<file path="src/rtl/dnn_argmax_fix.sv">
// Argmax over the engine's score vector: snapshot on start, then one signed compare per cycle.
// Latency: done rises NUM_CLASSES-1 edges after the accepting edge; busy is high for NUM_CLASSES-1 cycles.
// Backpressure: none; start is ignored while scanning, and the result is held until the next accepted start.
module dnn_argmax_fix #(
    parameter int DATA_WIDTH  = 8,
    parameter int NUM_CLASSES = 10,
    parameter int IDX_WIDTH   = 4
) (
    input  logic                         clk,
    input  logic                         rst,
    input  logic                         start,
    input  logic signed [DATA_WIDTH-1:0] scores [NUM_CLASSES],
    output logic                         busy,
    output logic                         done,
    output logic        [IDX_WIDTH-1:0]  class_idx,
    output logic signed [DATA_WIDTH-1:0] max_val
);

    typedef enum logic [1:0] {IDLE, SCAN, DONE} state_t;

    state_t                       state;
    logic signed [DATA_WIDTH-1:0] snap [NUM_CLASSES];
    logic signed [DATA_WIDTH-1:0] best_val;
    logic        [IDX_WIDTH-1:0]  best_idx;
    logic        [IDX_WIDTH-1:0]  ptr;

    logic signed [DATA_WIDTH-1:0] cand;
    logic                         take;
    logic signed [DATA_WIDTH-1:0] next_val;
    logic        [IDX_WIDTH-1:0]  next_idx;
    logic                         last;

    // Strict compare keeps the lowest index on ties.
    always_comb begin
        cand     = snap[ptr];
        take     = cand > best_val;
        next_val = take ? cand : best_val;
        next_idx = take ? ptr  : best_idx;
        last     = (ptr == IDX_WIDTH'(NUM_CLASSES - 1));
    end

    always_ff @(posedge clk) begin
        if (rst) begin
            state     <= IDLE;
            busy      <= 1'b0;
            done      <= 1'b0;
            class_idx <= '0;
            max_val   <= '0;
            best_val  <= '0;
            best_idx  <= '0;
            ptr       <= '0;
            for (int i = 0; i < NUM_CLASSES; i++) snap[i] <= '0;
        end else begin
            case (state)
                IDLE, DONE: begin
                    if (start) begin
                        for (int i = 0; i < NUM_CLASSES; i++) snap[i] <= scores[i];
                        best_val <= scores[0];
                        best_idx <= '0;
                        ptr      <= IDX_WIDTH'(1);
                        state    <= SCAN;
                        busy     <= 1'b1;
                        done     <= 1'b0;
                    end
                end
                SCAN: begin
                    best_val <= next_val;
                    best_idx <= next_idx;
                    if (last) begin
                        class_idx <= next_idx;
                        max_val   <= next_val;
                        state     <= DONE;
                        busy      <= 1'b0;
                        done      <= 1'b1;
                    end else begin
                        ptr <= ptr + 1'b1;
                    end
                end
                default: begin
                    state <= IDLE;
                    busy  <= 1'b0;
                    done  <= 1'b0;
                end
            endcase
        end
    end

endmodule

</file>
<file path="config.mk">
export PLATFORM = sky130hd
export DESIGN_NAME = dnn_argmax_fix
export DESIGN_NICKNAME = d
export VERILOG_FILES = /design/src/rtl/dnn_argmax_fix.sv
export SDC_FILE = /design/constraint.sdc
export NUM_CORES = 1
export LEC_CHECK = 0
export ABC_AREA = 1
export CAP_MARGIN = 0
export CORE_MARGIN = 2
export CORE_UTILIZATION = 53
export CTS_CLUSTER_DIAMETER = 80
export CTS_CLUSTER_SIZE = 25
export DETAILED_ROUTE_END_ITERATION = 12
export GPL_TIMING_DRIVEN = 1
export HOLD_SLACK_MARGIN = 0.02
export PLACE_DENSITY = 0.8
export SYNTH_ARGS = -nofsm -noshare
export SYNTH_HDL_FRONTEND = slang
export SYNTH_SLANG_ARGS = --single-unit
export TNS_END_PERCENT = 10
</file>
<file path="constraint.sdc">
create_clock -name clk -period 3.5 [get_ports clk]
set_input_delay 0.7 -clock clk [delete_from_list [all_inputs] [get_ports clk]]
set_output_delay 0.7 -clock clk [all_outputs]
set_load 0.01 [all_outputs]
</file>
Word level (Yosys, flattened, before mapping)
Memories as Yosys holds them, arrays and structs flattened. A register that Yosys moved wholly into a read port is not among the register bits.
Index checks and enable logic that the tools add are counted.
{ "word_totals": {"elab_cells": 70, "reg_bits": 32, "mem_bits_rw": 80, "inputBits": 83, "output_inout_bits": 14, "n_memories": 1} }
{ "op_classes": {"n_lt_le_gt_ge": 1, "add_sub_neg": 1, "muxes": 36, "n_reduce_logical": 7, "n_eq_ne": 6, "n_bitwise": 10} }
{ "mem_list": {"columns": ["memory", "words", "width", "rd", "rd_clocked_by_memory_dff", "write_ports", "line", "rtl"], "rows": [
  ["snap", 10, 8, 1, 1, 10, "22", "logic signed [DATA_WIDTH-1:0] snap [NUM_CLASSES];"]
]} }
{ "ops": {"columns": ["operator", "n"], "rows": [
  ["2-to-1 mux 8 bit", 12],
  ["2-to-1 mux 4 bit", 6],
  ["one-hot mux 4 bit (2 select lines)", 2],
  ["one-hot mux 8 bit (2 select lines)", 1],
  ["2-to-1 mux 1 bit", 10],
  ["bitwise OR 1 bit", 10],
  ["greater-than comparator 8 bit", 1],
  ["!= test 2 bit, second input constant", 3],
  ["AND reduction 2 bit", 3],
  ["adder 4 x 1 -> 4 bit, second input constant", 1],
  ["equality test 4 bit, second input constant", 1],
  ["2-to-1 mux 2 bit", 2],
  ["one-hot mux 1 bit (2 select lines)", 2],
  ["one-hot mux 2 bit (2 select lines)", 1],
  ["AND reduction 3 bit", 1],
  ["equality test 2 x 1 -> 1 bit, second input constant", 1],
  ["equality test 2 bit, second input constant", 1],
  ["logical NOT 2 bit", 1],
  ["nonzero test 2 bit", 1],
  ["OR reduction 2 bit", 1]
]} }

Depth between registers and ports, before layout
{ "depth": {"ltp_word": 6, "depth_mapped": 25, "depth_no_buf": 23} }

Worst setup path after synthesis
Ideal clock, no wire load.
{ "synth_timing": {"path_type": "input to register", "start": "in start", "end": "mem snap[0][0] (enable)", "path_buffers": 1, "arrival_time_ns": 2.391, "stages": 3, "path_slack_ns": 0.308, "required_ns": 2.700, "setup_ns": 0.800, "path_cell_list": "nand2_1 clkbuf_1 nand2_1"} }
{ "synth_lines": {"columns": ["element", "line", "rtl"], "rows": [
  ["start: declaration", "11", "input logic start,"],
  ["end: declaration", "22", null]
]} }

==> impl_metrics.yaml <==
logic_synthesis:
  synth_top_area_cell: "edfxtp_1"
  yosysTopAreaCellShare_pct: 42.7
  synth_mux_area_share_pct: 0
  ys_types: 30
  synth-adder-area-share_pct: 2.22
  avgSynthCellArea_um2: 8.32
  ys_seq_area_share_pct: 55.1
  synth-simple-area-share_pct: 23.1
  syn-instance-count: 677
  ys_seq_elements: 115
  synthTopCellsByArea: "edfxtp_1 43%, dfxtp_1 12%, nor2_1 9.9%"
  synth_top_family_by_area: "simple AND/OR/NAND/NOR gates"
  synth_area_mm2: 0.00563
  synth_compound_area_share_pct: 7.89
  yosysWarningCount: 0
  synthesis.nets: 770
  synth_xor_area_share_pct: 0.156
routing:
  drc_errors: 0
  route.met2.wl_um: 6180
  drtAntennaViolNets: 0
  wl_met1_um: 5520
  topRoutingLayerUsed: "met4"
  wl_met3_um: 761
  via_count: 4580
  first_pass_iters: 5
  via_per_inst: 4.97
  drtIter0Drc: 351
  wire_per_inst_um: 13.9
  routed_wl_um: 12800
clock_network:
  hold_buffers: 0
  htreeDepth: 4
  cts_setup_buffers: 0
  cts_resized: 0
  cts_tree: "built"
  clock_tree.buffer_depth: 2
  insertion_delay_ns: 0.52
  cts.reportedPaths.clkPinSlew_ns: 0.05
  cts_buffers: 17
  cts.sinks: 115
  cts_root_buf: "clkbuf_8"
timing:
  hold_violations: 0
  worstMarginPinSlew_ns: 0.639
  layout_setup_ws_ns: 0.546
  grt_setup_unrepaired: "no"
  maxSlewViolCount: 0
  fin_skew_ns: 0.00745
  period_share_pct: 84.4
  period_minus_slack_ns: 2.95
  max_clock_freq_mhz: 339
  totalNegativeSetupSlack_ns: 0
  relSlewSlack_pct: 57.4
  finalSetupViolCount: 0
floorplan:
  coreArea_mm2: 0.0103
  initial_utilization_pct: 54.5
  die_h_um: 107
  io-pin-count: 97
  die_w_um: 107
  die-area_mm2: 0.0115
  rows: 37
critical_path:
  critical_path.max_fanout: 16
  critPathRequiredTime_ns: 3.94
  setup.worst_path.end_class: "flip-flop"
  worst_ep_arrival_time_ns: 3.39
  crit_type: "reg -> reg"
  crit_path_start_kind: "flip-flop"
final_layout:
  stdcell_count: 921
  drive_gt1_share_pct: 7.64
  syn_to_final_growth_pct: 30.2
  final_common_cell: "nor2_1"
  num-nets-final: 865
  diodes: 0
  layout_common_cells: "149 x nor2_1, 134 x inv_1, 96 x clkdlybuf4s50_1"
pwr:
  finalPower_w: 0.00412
  power_density_mw_per_mm2: 562
  p_leak_nw: 3.34
  ir_drop_v: 0.000310
place:
  placed_cells: 888
  dp_slack_ns: 0.460
  portBuffers: 96
  dp_hpwl_um: 9020
  finalWeightedCongestion: 0.888
global_routing:
  gr-total-overflow: 0
  first_global_vias: 4478
  antenna_found_initial: 0
  grt_pass1_wl_um: 21000
  grt_max_degree: 83
  grt.total_usage_pct: 23.9
run_status:
  status: "finished clean"
flow_run:
  max_cap_violations: 0
min_path:
  hold_class: "reg -> reg"
per-layer routing:
layer / vias up / GRT usage, %
li1: 2321 / -
met1: 2053 / 31.0
met2: 178 / 38.3
met3: 28 / 4.98
met4: 0 / 11.2
met5: - / 0
metrics by stage:
step	instance area, µm²	hold WS (ns)	utilization (%)
finish	7330	0.475	71.0
CTS	7320	0.473	70.9
global placement	6720	0.450	65.1
detailed placement	6720	0.466	65.1
floorplan	5630	0.445	-
global route	7330	0.511	71.0
sequential cells by signal, summed over array words and instances, names as in the netlist, named ones only:
name       count
snap          80
best_val       8
max_val        8
best_idx       4
class_idx      4
ptr            4
state          2
busy           1
where the power goes:
part           internal [W]  switching (W)  leakage [nW]
registers           0.00158      0.0000449          1.15
logic              0.000301       0.000508          1.90
clock network       0.00111       0.000577         0.294
logic make-up after synthesis:
group,Yosys count
flip-flops,115
XOR/XNOR,1
AND/OR/NAND/NOR,309
AO/OA/AOI/OAI,76
adder cells (fa/ha/maj),10
buffers and inverters,166
synthesized netlist by cell type:
| cell type | n |
|---|---|
| nor2_2 | 2 |
| nor2_4 | 1 |
| o32ai_1 | 2 |
| dfxtp_1 | 35 |
| o21ai_0 | 33 |
| o211ai_1 | 13 |
| edfxtp_1 | 80 |
| nand2_1 | 94 |
| nand2_2 | 5 |
| ha_1 | 10 |
| buf_2 | 9 |
| a21o_1 | 1 |
| o21ai_2 | 4 |
| nand3_1 | 45 |
| inv_1 | 135 |
| clkbuf_1 | 16 |
| nor2_1 | 149 |
| a21oi_1 | 18 |
| or2_2 | 5 |
| inv_2 | 1 |
| or2_0 | 1 |
| o22ai_1 | 5 |
| nand4_4 | 1 |
| nand4_1 | 5 |
| buf_1 | 1 |
| clkinv_1 | 1 |
| buf_6 | 1 |
| nand3_4 | 1 |
| buf_4 | 2 |
| xor2_1 | 1 |
worst paths after layout:
kind                                  start     endpoint  slack, ns  cells past startpoint
worst max-delay path              flip-flop  best_idx[2]       0.55                     18
worst min-delay path            best_idx[3]  best_idx[3]       0.47                      2
worst max register to register    flip-flop  best_idx[2]       0.55                     18
worst min register to register  best_idx[3]  best_idx[3]       0.47                      2
cell type report:
type                    instances  area [µm²]
flip-flops and latches        115        3100
fillers                       791        2990
multi-input cells             396        1890
repair buffers                104        1050
clock buffers                  31         591
inverters                     137         518
well taps                     136         170
repair inverters                1        7.51
clock inverters                 1        5.00
critical path: stages, from the launching register on:
cell and delay [ns]:
dfxtp_2 0.50, clkinvlp_4 0.29, nor2_1 0.18, o21ai_0 0.15, nand3_1 0.12, nand3_1 0.14, nand2_1 0.11, ha_1 0.22
nand2_1 0.07, inv_1 0.07, nand2_1 0.07, nand2_1 0.05, nand2_2 0.07, nand2_1 0.08, nand2_2 0.08, nand3_4 0.19
o21ai_2 0.20, nand2_1 0.07, a21oi_1 0.20
Note: power is estimated with default switching activity, not from simulation.
